### config.mk
export PLATFORM = sky130hd
export DESIGN_NAME = tug_round_ctrl_flat
export DESIGN_NICKNAME = d
export VERILOG_FILES = /design/src/rtl/tug_round_ctrl_if.sv /design/src/rtl/tug_round_ctrl.sv /design/src/flat_wrapper.sv
export SDC_FILE = /design/constraint.sdc
export NUM_CORES = 1
export LEC_CHECK = 0
export ABC_AREA = 1
export CAP_MARGIN = 0
export CORE_UTILIZATION = 54
export CTS_BUF_LIST = sky130_fd_sc_hd__clkbuf_4 sky130_fd_sc_hd__clkbuf_8 sky130_fd_sc_hd__clkbuf_16
export DETAILED_ROUTE_END_ITERATION = 10
export GPL_ROUTABILITY_DRIVEN = 0
export GPL_TIMING_DRIVEN = 0
export HOLD_SLACK_MARGIN = 0.1
export PLACE_DENSITY = 0.88
export SYNTH_ARGS = -nofsm -noshare
export SYNTH_HDL_FRONTEND = slang
export SYNTH_SLANG_ARGS = --single-unit
export TNS_END_PERCENT = 50
### constraint.sdc
create_clock -name clk -period 4.3 [get_ports clk]
set_input_delay 0.86 -clock clk [delete_from_list [all_inputs] [get_ports clk]]
set_output_delay 0.86 -clock clk [all_outputs]
set_load 0.05 [all_outputs]
### src/rtl/tug_round_ctrl_if.sv
`default_nettype none
// +----------------------------------------------------------------------------+
// | tug_round_ctrl_if                                                          |
// | Playfield-side bundle of the tug-of-war round controller.                  |
// | Rev 1.0                                                                    |
// +----------------------------------------------------------------------------+
interface tug_round_ctrl_if #(
    parameter int SCORE_W = 3
) ();
    logic               keyL_raw;
    logic               keyR_raw;
    logic               edgeL;
    logic               edgeR;
    logic               pressL;
    logic               pressR;
    logic               resetRound;
    logic [SCORE_W-1:0] scoreL;
    logic [SCORE_W-1:0] scoreR;
    logic               winnerL;
    logic               winnerR;

    // master: buttons and playfield; slave: the round controller
    modport master (
        output keyL_raw, keyR_raw, edgeL, edgeR,
        input  pressL, pressR, resetRound, scoreL, scoreR, winnerL, winnerR
    );

    modport slave (
        input  keyL_raw, keyR_raw, edgeL, edgeR,
        output pressL, pressR, resetRound, scoreL, scoreR, winnerL, winnerR
    );
endinterface
`default_nettype wire

### src/rtl/tug_round_ctrl.sv
`default_nettype none
// +----------------------------------------------------------------------------+
// | tug_round_ctrl                                                             |
// | Conditions player keys, detects round wins, keeps scores, ends the match.  |
// | Rev 1.0                                                                    |
// +----------------------------------------------------------------------------+
module tug_round_ctrl #(
    parameter int SCORE_W     = 3,
    parameter int MAX_SCORE   = 7,
    parameter int HOLD_CYCLES = 4
) (
    input  logic clk,
    input  logic reset,
    tug_round_ctrl_if.slave bus
);
    localparam int HOLD_W = (HOLD_CYCLES > 1) ? $clog2(HOLD_CYCLES) : 1;
    localparam logic [HOLD_W-1:0]  HOLD_LOAD = HOLD_W'(HOLD_CYCLES - 1);
    localparam logic [SCORE_W-1:0] MAX_S     = SCORE_W'(MAX_SCORE);

    typedef enum logic [1:0] {
        ST_PLAY = 2'd0,
        ST_HOLD = 2'd1,
        ST_OVER = 2'd2
    } state_t;

    logic keyL_meta_q, keyL_sync_q, keyL_dly_q, pulseL_q;
    logic keyR_meta_q, keyR_sync_q, keyR_dly_q, pulseR_q;

    state_t             state_q, state_d;
    logic [HOLD_W-1:0]  cnt_q, cnt_d;
    logic [SCORE_W-1:0] scoreL_q, scoreL_d, scoreR_q, scoreR_d;
    logic               winnerL_q, winnerL_d, winnerR_q, winnerR_d;

    logic               pressL, pressR, winL, winR;
    logic [SCORE_W-1:0] incL, incR;

    // Edge detectors run in every state so a key held through HOLD never fires on PLAY entry
    always_ff @(posedge clk) begin
        if (reset) begin
            keyL_meta_q <= 1'b0;
            keyL_sync_q <= 1'b0;
            keyL_dly_q  <= 1'b0;
            pulseL_q    <= 1'b0;
            keyR_meta_q <= 1'b0;
            keyR_sync_q <= 1'b0;
            keyR_dly_q  <= 1'b0;
            pulseR_q    <= 1'b0;
        end else begin
            keyL_meta_q <= bus.keyL_raw;
            keyL_sync_q <= keyL_meta_q;
            keyL_dly_q  <= keyL_sync_q;
            pulseL_q    <= keyL_sync_q & ~keyL_dly_q;
            keyR_meta_q <= bus.keyR_raw;
            keyR_sync_q <= keyR_meta_q;
            keyR_dly_q  <= keyR_sync_q;
            pulseR_q    <= keyR_sync_q & ~keyR_dly_q;
        end
    end

    assign pressL = pulseL_q & (state_q == ST_PLAY);
    assign pressR = pulseR_q & (state_q == ST_PLAY);
    assign winL   = pressL & ~pressR & bus.edgeL;
    assign winR   = pressR & ~pressL & bus.edgeR;
    assign incL   = scoreL_q + 1'b1;
    assign incR   = scoreR_q + 1'b1;

    always_ff @(posedge clk) begin
        if (reset) begin
            state_q   <= ST_HOLD;
            cnt_q     <= HOLD_LOAD;
            scoreL_q  <= '0;
            scoreR_q  <= '0;
            winnerL_q <= 1'b0;
            winnerR_q <= 1'b0;
        end else begin
            state_q   <= state_d;
            cnt_q     <= cnt_d;
            scoreL_q  <= scoreL_d;
            scoreR_q  <= scoreR_d;
            winnerL_q <= winnerL_d;
            winnerR_q <= winnerR_d;
        end
    end

    always_comb begin
        state_d   = state_q;
        cnt_d     = cnt_q;
        scoreL_d  = scoreL_q;
        scoreR_d  = scoreR_q;
        winnerL_d = winnerL_q;
        winnerR_d = winnerR_q;
        case (state_q)
            ST_PLAY: begin
                if (winL) begin
                    scoreL_d = incL;
                    if (incL == MAX_S) begin
                        state_d   = ST_OVER;
                        winnerL_d = 1'b1;
                    end else begin
                        state_d = ST_HOLD;
                        cnt_d   = HOLD_LOAD;
                    end
                end else if (winR) begin
                    scoreR_d = incR;
                    if (incR == MAX_S) begin
                        state_d   = ST_OVER;
                        winnerR_d = 1'b1;
                    end else begin
                        state_d = ST_HOLD;
                        cnt_d   = HOLD_LOAD;
                    end
                end
            end
            ST_HOLD: begin
                if (cnt_q == '0) begin
                    state_d = ST_PLAY;
                end else begin
                    cnt_d = cnt_q - HOLD_W'(1);
                end
            end
            ST_OVER: begin
                state_d = ST_OVER;
            end
            default: begin
                state_d = ST_HOLD;
                cnt_d   = HOLD_LOAD;
            end
        endcase
    end

    assign bus.pressL     = pressL;
    assign bus.pressR     = pressR;
    assign bus.resetRound = (state_q == ST_HOLD);
    assign bus.scoreL     = scoreL_q;
    assign bus.scoreR     = scoreR_q;
    assign bus.winnerL    = winnerL_q;
    assign bus.winnerR    = winnerR_q;
endmodule
`default_nettype wire

### src/flat_wrapper.sv
// flat-port wrapper written by rule: the top's interface ports become plain ports
module tug_round_ctrl_flat 
#(
    parameter int SCORE_W     = 3,
    parameter int MAX_SCORE   = 7,
    parameter int HOLD_CYCLES = 4
)
  (clk, reset, bus_keyL_raw, bus_keyR_raw, bus_edgeL, bus_edgeR, bus_pressL, bus_pressR, bus_resetRound, bus_scoreL, bus_scoreR, bus_winnerL, bus_winnerR);
  tug_round_ctrl_if #(.SCORE_W(SCORE_W)) bus_i ();
  input  logic clk;
  input  logic reset;
  input wire logic [$bits(bus_i.keyL_raw)-1:0] bus_keyL_raw;
  input wire logic [$bits(bus_i.keyR_raw)-1:0] bus_keyR_raw;
  input wire logic [$bits(bus_i.edgeL)-1:0] bus_edgeL;
  input wire logic [$bits(bus_i.edgeR)-1:0] bus_edgeR;
  output wire logic [$bits(bus_i.pressL)-1:0] bus_pressL;
  output wire logic [$bits(bus_i.pressR)-1:0] bus_pressR;
  output wire logic [$bits(bus_i.resetRound)-1:0] bus_resetRound;
  output wire logic [$bits(bus_i.scoreL)-1:0] bus_scoreL;
  output wire logic [$bits(bus_i.scoreR)-1:0] bus_scoreR;
  output wire logic [$bits(bus_i.winnerL)-1:0] bus_winnerL;
  output wire logic [$bits(bus_i.winnerR)-1:0] bus_winnerR;
  assign bus_i.keyL_raw = bus_keyL_raw;
  assign bus_i.keyR_raw = bus_keyR_raw;
  assign bus_i.edgeL = bus_edgeL;
  assign bus_i.edgeR = bus_edgeR;
  assign bus_pressL = bus_i.pressL;
  assign bus_pressR = bus_i.pressR;
  assign bus_resetRound = bus_i.resetRound;
  assign bus_scoreL = bus_i.scoreL;
  assign bus_scoreR = bus_i.scoreR;
  assign bus_winnerL = bus_i.winnerL;
  assign bus_winnerR = bus_i.winnerR;
  tug_round_ctrl #(.SCORE_W(SCORE_W), .MAX_SCORE(MAX_SCORE), .HOLD_CYCLES(HOLD_CYCLES)) u_core (.clk(clk), .reset(reset), .bus(bus_i));
endmodule
# ---- Word-level counts from Yosys, hierarchy flattened
# Index checks and enable logic that the tools add are counted.
dict set report totals {
  ff_bits 20
  in_bits 6
  out_inout_bits 11
  word_cells 60
}
dict set report classes {
  addsub 3
  n_eq_ne 9
  muxes 12
  n_bitwise 14
  reduce_logical 8
}
# op count
set op_table {}
lappend op_table {{2-to-1 mux 2 bit} 10}
lappend op_table {{one-hot mux 2 bit (3 select lines)} 2}
lappend op_table {{bitwise AND 1 bit} 8}
lappend op_table {{adder 3 x 1 -> 3 bit, second input constant} 2}
lappend op_table {{equality test 3 bit, second input constant} 2}
lappend op_table {{NOT 1 bit} 6}
lappend op_table {{AND reduction 3 bit} 2}
lappend op_table {{AND reduction 5 bit} 1}
lappend op_table {{zero test 2 bit} 2}
lappend op_table {{AND reduction 2 bit} 2}
lappend op_table {{AND reduction 4 bit} 1}
lappend op_table {{!= test 3 x 1 -> 1 bit, second input constant} 1}
lappend op_table {{!= test 3 x 2 -> 1 bit, second input constant} 1}
lappend op_table {{!= test 3 bit, second input constant} 1}
lappend op_table {{equality test 2 x 1 -> 1 bit, second input constant} 1}
lappend op_table {{equality test 2 bit, second input constant} 1}
lappend op_table {{!= test 2 x 1 -> 1 bit, second input constant} 1}
lappend op_table {{!= test 2 bit, second input constant} 1}
lappend op_table {{subtractor 2 x 1 -> 2 bit, second input constant} 1}

# ---- Logic depth before layout (Yosys ltp)
dict set report logic_depth {
  word_depth 8
  mapped_depth 11
  ltp_nobuf 11
}

# ---- Worst setup path after synthesis
# No wires, ideal clock.
dict set report synth_path {
  kind {register to output}
  startpoint {register u_core.state_q[1]}
  endpoint {output bus_pressR}
  arrival_time_ns 1.063
  required_ns 3.440
  path_slack_ns 2.377
  path_stages_with_launch 5
  n_path_buf 0
  path_cell_list {dfxtp_1 -> inv_1 -> ha_1 -> nand2_1 -> inv_1}
}
dict set report synth_via {
  elab_chain_len 2
}
# element line_no
set synth_rtl {}
lappend synth_rtl {{start: declaration} tug_round_ctrl.sv:29} ;# state_t state_q, state_d;
lappend synth_rtl {{start signal: assignment} tug_round_ctrl.sv:76} ;# state_q <= state_d;
lappend synth_rtl {{zero test 2 bit} tug_round_ctrl.sv:61} ;# assign pressR = pulseR_q & (state_q == ST_PLAY);
lappend synth_rtl {{bitwise AND 1 bit} tug_round_ctrl.sv:61}
lappend synth_rtl {{end: declaration} flat_wrapper.sv:17} ;# output wire logic [$bits(bus_i.pressR)-1:0] bus_pressR;
# No other way between the ends.

# ---- Worst setup path after layout
dict set report layout_path {
  startpoint {register u_core.state_q[1]}
  endpoint {output bus_pressL}
}
dict set report layout_via {
  elab_chain_len 2
}
# element line_no
set layout_rtl {}
lappend layout_rtl {{zero test 2 bit} tug_round_ctrl.sv:60} ;# assign pressL = pulseL_q & (state_q == ST_PLAY);
lappend layout_rtl {{bitwise AND 1 bit} tug_round_ctrl.sv:60}
lappend layout_rtl {{end: declaration} flat_wrapper.sv:16} ;# output wire logic [$bits(bus_i.pressL)-1:0] bus_pressL;
# No other way between the ends.

==> run_results.csv <==
group,metric,value,unit
status,status,"complete, no violations",
clock_tree,clk_pin_slew,0.11,ns
setup_path,crit_path_end_kind,"primary output",
layout,nets,161,
drt,vias_per_cell,5.13,
layout,drive_above_1_share,0.130,
setup_path,cp.depth,5,
drt,vias,831,
setup_path,crit_buf_inv,3,
global_routing,grt_pass1_vias,788,
die,ioPinCount,17,
setup_path,crit_path_top_delay_cell,"clkdlybuf4s50_1",
setup_path,path_delay_family,"buffers and inverters",
sta,hold_viol_final,0,
synthesis,avgSynthCellArea,7.64,sq um
setup_path,max_stage_delay,0.83,ns
worst_hold_path,min_path_cells,1,
synthesis,syn_nets,140,
layout,areaGrowthSynthToFinish,22.5,%
worst_hold_path,hp-class,"register to register",
sta,fmax,337,MHz
sta,setup_slack,1.33,ns
setup_path,crit_path_start_kind,"register",
synthesis,synth-seq-cells,20,
clock_tree,cts-resized-gates,0,
drt,drc,0,
global_routing,use_met1,0.262,
synthesis,ys_top_cells_by_area,"dfxtp_1, ha_1, inv_1, nand2_1, a21oi_1",
clock_tree,cts.sinks,20,
synthesis,synth_warnings,0,
layout,layout_common_cells,"inv_1, dfxtp_1, nand2_1",
die,std_cell_rows,14,
synthesis,synth_top_area_frac,0.416,
global_routing,use_met2,0.424,
sta,setup_viol,0,
synthesis,yosysTopAreaCell,"dfxtp_1",
drt,ant_nets,0,
place,dp_cells,158,
sta,whs,0.399,ns
drt,wl_per_cell,11.8,um
setup_path,cp_max_fo,5,
clock_tree,cts_buffers,3,
layout,antenna_cells,0,
sta,min_period,2.97,ns
global_routing,use_met3,0.0245,
synthesis,syn_inst,126,
die,initial_core_util,0.610,
sta,skew,0.00250,ns
clock_tree,clk_latency,0.30,ns
sta,tightest_slew,0.537,ns
clock_tree,cts-root-buf,"clkbuf_4",
setup_path,rr_worst_depth,10,
global_routing,grt_busiest_layer,"met2",
clock_tree,cts_hold_buf,0,
place,hpwlAfterDp,1480,um
synthesis,synth.distinct_cells,20,
layout,fill_cells,126,
layout,final_util,0.748,
die,dieWidth,44.2,um
die,coreArea,0.00158,sq mm
place,io_buffers,16,
sta,fin_crit_sh,0.690,
clock_tree,cts_buffer_depth,2,
synthesis,ys_seq_area_frac,0.416,
power_and_ir_drop,power.leakage,0.583,nW
clock_tree,tritoncts,"done",
global_routing,antenna_found_initial,0,
run,max_cap_viol_count,0,
drt,first_pass_iters,4,
sta,fin_tns_setup,0,ns
drt,drtIter0Drc,21,
setup_path,cp.arrival,2.11,ns
place,dp_slack,1.69,ns
setup_path,crit_type,"register to primary output",
drt,finalWirelength,1900,um
sta,maxSlewHeadroom,0.641,
global_routing,track_usage,0.230,
global_routing,grt.overflow.total,0,
sta,rsz0062_at_grt,"false",
die,dieArea,0.00195,sq mm
layout,fin_cells,162,
die,die_y,44.2,um
global_routing,grt_max_degree,12,
layout,mostFrequentLayoutCell,"inv_1",
setup_path,crit_path_cell_trace,"inv_1 > ha_1 > nand2_2 > inv_2 > clkdlybuf4s50_1",
setup_path,cp.required,3.44,ns
power_and_ir_drop,vdd_drop_max,0.268,mV
clock_tree,cts_setup_buffers,0,
sta,drv_slew,0,
global_routing,grt_pass1_wl,3260,um
synthesis,synth_area,962,sq um
power_and_ir_drop,power_density,385,mW/mm^2
clock_tree,htree_levels,1,
==> area by class of cell <==
class | instances | area [sq um] | share of cell area
buffer | 1 | 3.75 | 0.00318
sequential | 20 | 400 | 0.340
tap | 16 | 20.0 | 0.0170
multi-input combinational | 76 | 447 | 0.379
clock buffer | 4 | 36.3 | 0.0308
inverter | 29 | 111 | 0.0945
timing repair buffer | 16 | 160 | 0.136
==> registers in the layout, summed over array words and instances, names as in the netlist, 2 cells and up <==
name / count
u_core.bus.scoreR: 3
u_core.bus.scoreL: 3
u_core.cnt_q: 2
u_core.state_q: 2
==> metrics by stage <==
step | power [mW] | cell area (sq um)
CTS | 0.457 | 1180
global route | 0.478 | 1180
detailed placement | 0.348 | 1140
floorplan | 0.316 | 962
finish | 0.454 | 1180
global placement | 0.339 | 1140
==> cells in the mapped netlist <==
| library cell | number |
|---|---|
| a211oi_1 | 1 |
| a21oi_1 | 10 |
| a21oi_2 | 1 |
| and2_1 | 1 |
| clkbuf_1 | 1 |
| clkinv_2 | 2 |
| dfxtp_1 | 20 |
| ha_1 | 8 |
| inv_1 | 26 |
| inv_2 | 1 |
| nand2_1 | 18 |
| nand2_2 | 7 |
| nand2_4 | 1 |
| nand3_1 | 8 |
| nand3_2 | 2 |
| nand3b_1 | 1 |
| nor2_1 | 10 |
| nor2_4 | 1 |
| nor3_1 | 2 |
| o21ai_0 | 5 |
==> power by group <==
part           total (mW)  internal, mW  switching (mW)
Clock               0.111        0.0517          0.0588
Sequential          0.209         0.200         0.00981
Combinational       0.134        0.0505          0.0832
Total               0.454         0.302           0.152
==> worst paths after layout <==
kind                      to         startpoint  slack, ns
max reg2reg  u_core.cnt_q[0]  u_core.state_q[0]       2.72
max               bus_pressL  u_core.state_q[1]       1.33
min reg2reg  u_core.pulseR_q  u_core.keyR_dly_q       0.40
min          u_core.pulseR_q  u_core.keyR_dly_q       0.40
==> layer usage <==
metal | vias to the layer above | part of all wire
met5 | - | 0
met4 | 0 | 0.015
met3 | 4 | 0.032
met2 | 16 | 0.53
met1 | 385 | 0.42
li1 | 426 | -
==> cell families (layout without fill, tap and decap cells) <==
family | Yosys count | count (layout) | synth area share
buf+inv | 30 | 50 | 0.120
flops | 20 | 20 | 0.416
fa+ha+maj | 8 | 8 | 0.104
simple gates | 51 | 51 | 0.265
compound gates | 17 | 17 | 0.0949
Power figures use the tool's default switching activity.
